## config.mk

```make
export PLATFORM = sky130hd
export DESIGN_NAME = regfile_sb
export DESIGN_NICKNAME = d
export VERILOG_FILES = /design/src/rtl/regfile_sb_pkg.sv /design/src/rtl/regfile_sb_scoreboard.sv /design/src/rtl/regfile_sb.sv
export SDC_FILE = /design/constraint.sdc
export NUM_CORES = 2
export LEC_CHECK = 0
export BUFFER_PORTS_ARGS = -buffer_cell sky130_fd_sc_hd__buf_2
export CAP_MARGIN = 20
export CORE_MARGIN = 3
export CORE_UTILIZATION = 61
export DETAILED_ROUTE_END_ITERATION = 7
export MAX_ROUTING_LAYER = met4
export PLACE_DENSITY_LB_ADDON = 0.3
export SLEW_MARGIN = 20
export SYNTH_ARGS = -nofsm -noshare
export SYNTH_HDL_FRONTEND = slang
export SYNTH_SLANG_ARGS = --single-unit
export TNS_END_PERCENT = 50
```

## constraint.sdc

```tcl
create_clock -name clk -period 277.4 [get_ports clk]
set_input_delay 83.22 -clock clk [delete_from_list [all_inputs] [get_ports clk]]
set_output_delay 83.22 -clock clk [all_outputs]
set_load 0.05 [all_outputs]
```

## src/rtl/regfile_sb_pkg.sv

```systemverilog
// rtl/regfile_sb_pkg.sv - shared constants for the scoreboarded register file
package regfile_sb_pkg;

   localparam int XLEN_DEF = 64;
   localparam int NREG_DEF = 32;

   localparam int RD_LSB  = 7;
   localparam int RD_MSB  = 11;
   localparam int RS1_LSB = 15;
   localparam int RS1_MSB = 19;
   localparam int RS2_LSB = 20;
   localparam int RS2_MSB = 24;

endpackage

```

## src/rtl/regfile_sb_scoreboard.sv

```systemverilog
// rtl/regfile_sb_scoreboard.sv - pending-write flags, pending count, hazard detect and wb error pulse
module regfile_sb_scoreboard
   import regfile_sb_pkg::*;
#(
   parameter int NREG    = NREG_DEF,
   parameter int ZERO_R0 = 1,
   localparam int AW     = $clog2(NREG)
) (
   input  logic          clk,
   input  logic          rst,
   input  logic          issue_valid,
   input  logic          issue_wr,
   input  logic [AW-1:0] rs1,
   input  logic [AW-1:0] rs2,
   input  logic [AW-1:0] rd,
   input  logic          wb_valid,
   input  logic [AW-1:0] wb_addr,
   output logic          hazard,
   output logic [NREG-1:0] busy_vec,
   output logic [AW:0]   pend_cnt,
   output logic          wb_err
);

   localparam bit ZR = (ZERO_R0 != 0);

   logic byp1, byp2, byp_rd, haz_raw, rd_ok, set_en, clr_en, inc, dec;
   logic [NREG-1:0] busy_nxt;

   assign byp1    = wb_valid && (wb_addr == rs1);
   assign byp2    = wb_valid && (wb_addr == rs2);
   assign byp_rd  = wb_valid && (wb_addr == rd);
   assign haz_raw = issue_valid &&
                    ((busy_vec[rs1] && !byp1) ||
                     (busy_vec[rs2] && !byp2) ||
                     (issue_wr && busy_vec[rd] && !byp_rd));
   assign hazard  = haz_raw && !rst;

   assign rd_ok  = !(ZR && (rd == '0));
   assign set_en = issue_valid && !haz_raw && issue_wr && rd_ok;
   assign clr_en = wb_valid && busy_vec[wb_addr];

   // A set onto a flag that is being cleared leaves the flag (and count) unchanged.
   assign inc = set_en && !busy_vec[rd];
   assign dec = clr_en && !(set_en && (rd == wb_addr));

   always_comb begin
      busy_nxt = busy_vec;
      if (clr_en) busy_nxt[wb_addr] = 1'b0;
      if (set_en) busy_nxt[rd] = 1'b1;
   end

   always_ff @(posedge clk or posedge rst) begin
      if (rst) begin
         busy_vec <= '0;
         pend_cnt <= '0;
         wb_err   <= 1'b0;
      end else begin
         busy_vec <= busy_nxt;
         wb_err   <= wb_valid && !busy_vec[wb_addr];
         if (inc && !dec)
            pend_cnt <= pend_cnt + {{AW{1'b0}}, 1'b1};
         else if (dec && !inc)
            pend_cnt <= pend_cnt - {{AW{1'b0}}, 1'b1};
      end
   end

endmodule

```

## src/rtl/regfile_sb.sv

```systemverilog
// rtl/regfile_sb.sv - register file with write bypass and a pending-write scoreboard
module regfile_sb
   import regfile_sb_pkg::*;
#(
   parameter int XLEN    = XLEN_DEF,
   parameter int NREG    = NREG_DEF,
   parameter int ZERO_R0 = 1,
   localparam int AW     = $clog2(NREG)
) (
   input  logic            clk,
   input  logic            rst,
   input  logic [31:0]     instr,
   input  logic            issue_valid,
   input  logic            issue_wr,
   output logic [XLEN-1:0] read_data_1,
   output logic [XLEN-1:0] read_data_2,
   output logic            hazard,
   input  logic            wb_valid,
   input  logic [AW-1:0]   wb_addr,
   input  logic [XLEN-1:0] wb_data,
   output logic [NREG-1:0] busy_vec,
   output logic [AW:0]     pend_cnt,
   output logic            wb_err
);

   localparam bit ZR = (ZERO_R0 != 0);

   logic [AW-1:0]   rs1, rs2, rd;
   logic            wr_en;
   logic            unused_instr;
   logic [XLEN-1:0] regs [NREG];

   assign rs1 = AW'(instr[RS1_MSB:RS1_LSB]);
   assign rs2 = AW'(instr[RS2_MSB:RS2_LSB]);
   assign rd  = AW'(instr[RD_MSB:RD_LSB]);
   assign unused_instr = ^{instr[31:25], instr[14:12], instr[6:0]};

   assign wr_en = wb_valid && !(ZR && (wb_addr == '0));

   always_ff @(posedge clk or posedge rst) begin
      if (rst) begin
         for (int i = 0; i < NREG; i++) regs[i] <= '0;
      end else if (wr_en) begin
         regs[wb_addr] <= wb_data;
      end
   end

   // Writeback data forwards to a same-cycle read; hardwired r0 overrides it.
   always_comb begin
      read_data_1 = regs[rs1];
      read_data_2 = regs[rs2];
      if (wb_valid && (wb_addr == rs1)) read_data_1 = wb_data;
      if (wb_valid && (wb_addr == rs2)) read_data_2 = wb_data;
      if (ZR && (rs1 == '0)) read_data_1 = '0;
      if (ZR && (rs2 == '0)) read_data_2 = '0;
      if (rst) begin
         read_data_1 = '0;
         read_data_2 = '0;
      end
   end

   regfile_sb_scoreboard #(
      .NREG    (NREG),
      .ZERO_R0 (ZERO_R0)
   ) u_scoreboard (
      .clk         (clk),
      .rst         (rst),
      .issue_valid (issue_valid),
      .issue_wr    (issue_wr),
      .rs1         (rs1),
      .rs2         (rs2),
      .rd          (rd),
      .wb_valid    (wb_valid),
      .wb_addr     (wb_addr),
      .hazard      (hazard),
      .busy_vec    (busy_vec),
      .pend_cnt    (pend_cnt),
      .wb_err      (wb_err)
   );

endmodule

```

==> out/metrics.cfg <==
[pwr]
powerDensity_nw_per_um2=7.39
swShare_pct=28.6
p_leak_nw=53.2
p_int_uw=645
switchingPower_uw=258
comb_power_share_pct=21.9
peakVddDrop_v=0.00000557
p_seq_share_pct=45.0
p_clk_share_pct=33.1

[floorplanning]
ios=274
rows=157
dieArea_um2=190000
start_util_pct=61.5
die_h_um=436
die_x_um=436
core_um2=183000

[routing]
antenna_left=0
drt_iter0_markers=9275
drc=0
vias=74065
vias_per_cell=7.47
wl_um=350000
drt-wirelength-per-cell_um=35.3
drtPass1Iterations=8

[synth]
yosys_warnings=0
netlist.area_leader.share_pct=46.4
yosys-top-cells-area=dfrtp_1 46%, mux2_2 21%, mux4_2 20%, mux2i_1 2.7%, clkbuf_1 2.0%
syn_inst=7527
avgSynthCellArea_um2=15.0
yosysMostFrequentCell=mux2_2
yosysSeqAreaShare_pct=46.4
synthTopCellsByCount=2,095 x mux2_2, 2,087 x dfrtp_1, 1,009 x mux4_2
synth-async-reset-ratio_pct=100
synth_ff_type=dfrtp_1
ys_seq_elements=2087
yosys.area.top_type=dfrtp_1
ys_types=57
synth_area_um2=113000
synth_edf_count=0
syn_nets=7639

[timing]
fin_crit_sh_pct=62.5
period_minus_slack_ps=173340
finalSetupTns_ps=0
max_freq_ghz=0.00577
slew_viol_final=0
setup_viol=0
worstMarginPinSlew_ps=1210
rsz0062_at_grt=false
slew_headroom_pct=19.6
fin_skew_ps=21.6
hold_viol=0
setup_slack_ps=104060

[cells_and_area]
syn2layout_area_growth_pct=8.54
fill_cells=12442
nets=7362
final_core_util_pct=66.7
final_area_um2=122000
final_cells=9919
layout-drive-gt1-share_pct=53.2

[cts]
clk_pin_slew_ps=60
post_cts_buffers=0
clockBufferDepth=3
cts_tree=built
cts_root_buf=clkbuf_16
cts_buffers=214
clock_sinks=2087
insertion_delay_ps=890
cts_resized=0
hold_buffers=0
htree_num_levels=4

[critical_path]
regToRegEndpoint=u_scoreboard.pend_cnt[5]
path_class=in2out
startpoint_type=input port
crit_fanout=97
reg2reg_slack_ps=272660
required_ps=194180
arrival_ps=90120
crit_path_start=instr[15]
cp-end-kind=primary output
reg2reg_from=u_scoreboard.busy_vec[22]
rr_worst_depth=15

[placement]
place_congestion=0.886
preCtsSetupSlack_ps=104060
hpwl_um=188000
placed_area_um2=115000
dp_cells=9498
io_buffers=256

[grt]
grt_pass1_wl_um=514000
antenna_found_initial=33
grt_max_degree=193
grt_pass1_vias=76335
grt-ovfl-total=0
track_usage_pct=37.9

[worst_hold_path]
holdPathStages=0
hp-class=reg2reg
holdPathEnd=regs[1995]
min_from=regs[1995]

[job]
drv_cap=0

[run_status]
status=finished clean

-- how the worst max path moves through the flow --
stage	end	slack, ps	depth (start not counted)
2_1_floorplan	read_data_2[16]	55890	3
3_3_place_gp	read_data_1[30]	104050	12
3_5_place_dp	read_data_1[30]	104060	12
4_1_cts	read_data_1[18]	104060	12
5_1_grt	read_data_1[30]	103710	12
6_report	read_data_1[18]	104060	12
-- cell type report --
cell class	count	area, um2	share of cell area, %
multi-input combinational	4529	56800	46.5
tap	2464	3080	2.52
clock inverter	76	930	0.760
antenna	24	60.1	0.0491
sequential	2087	52200	42.7
inverter	8	50.0	0.0409
timing repair buffer	410	2670	2.19
clock buffer	321	6400	5.23
-- cell usage in the layout, fill, tap and decap left out, types with 30 or more instances in the layout --
master     instances
o22ai_1           80
dfrtp_1         2087
o21ai_0          110
a21oi_1           52
o31ai_2           30
nor2_1            32
clkbuf_16        214
buf_2            246
mux2i_1          309
nand2_1          247
buf_4            143
clkbuf_8          64
mux4_2          1009
clkbuf_1          43
mux2_2          2095
clkinv_2          40
o221ai_1         172
a22o_1           132
nand3_1           77
-- cells by family (layout without fill, tap and decap cells) --
family	count (synthesis)	in the layout	share of synthesized area, %
fa+ha+maj	6	6	0.0733
simple gates	439	439	1.68
buf+inv	911	815	3.48
xor+xnor	20	20	0.156
other cells	0	24	0
compound gates	650	650	4.35
mux	3414	3414	43.9
flops	2087	2087	46.4
-- per-stage QoR --
| step | hold WS (ps) | power [mW] |
|---|---|---|
| global placement | 377 | 0.592 |
| CTS | 399 | 0.902 |
| global route | 405 | 0.936 |
| detailed placement | 386 | 0.605 |
| finish | 399 | 0.903 |
| floorplan | 441 | 0.558 |
-- metal layers --
layer / track usage (%) / share of wire, %
met5: - / 0
met4: 21.2 / 6.5
met1: 47.9 / 36
met3: 8.40 / 10
met2: 57.2 / 47
-- power by group through the flow --
stage	clock network, mW	registers (mW)	logic [mW]
final	0.299	0.406	0.198
after global routing	0.314	0.412	0.210
after CTS	0.301	0.404	0.197
after detailed placement	0	0.409	0.196
after global placement	0	0.401	0.190
after floorplan	0	0.402	0.156
-- state kept, by name, indices dropped and copies added (netlist names) --
register / flops
u_scoreboard.wb_err: 1
regs: 2048
u_scoreboard.busy_vec: 32
u_scoreboard.pend_cnt: 6
-- worst max-delay path, cell delays in order --
cell      delay, ps
buf_8           500
buf_4           880
buf_4           830
buf_12          650
buf_4           860
buf_4           890
mux4_2          610
mux2_2          280
a22o_1          240
o221ai_1        240
a21oi_1         210
buf_2           300
No activity file was read; power rests on OpenSTA's default activity.
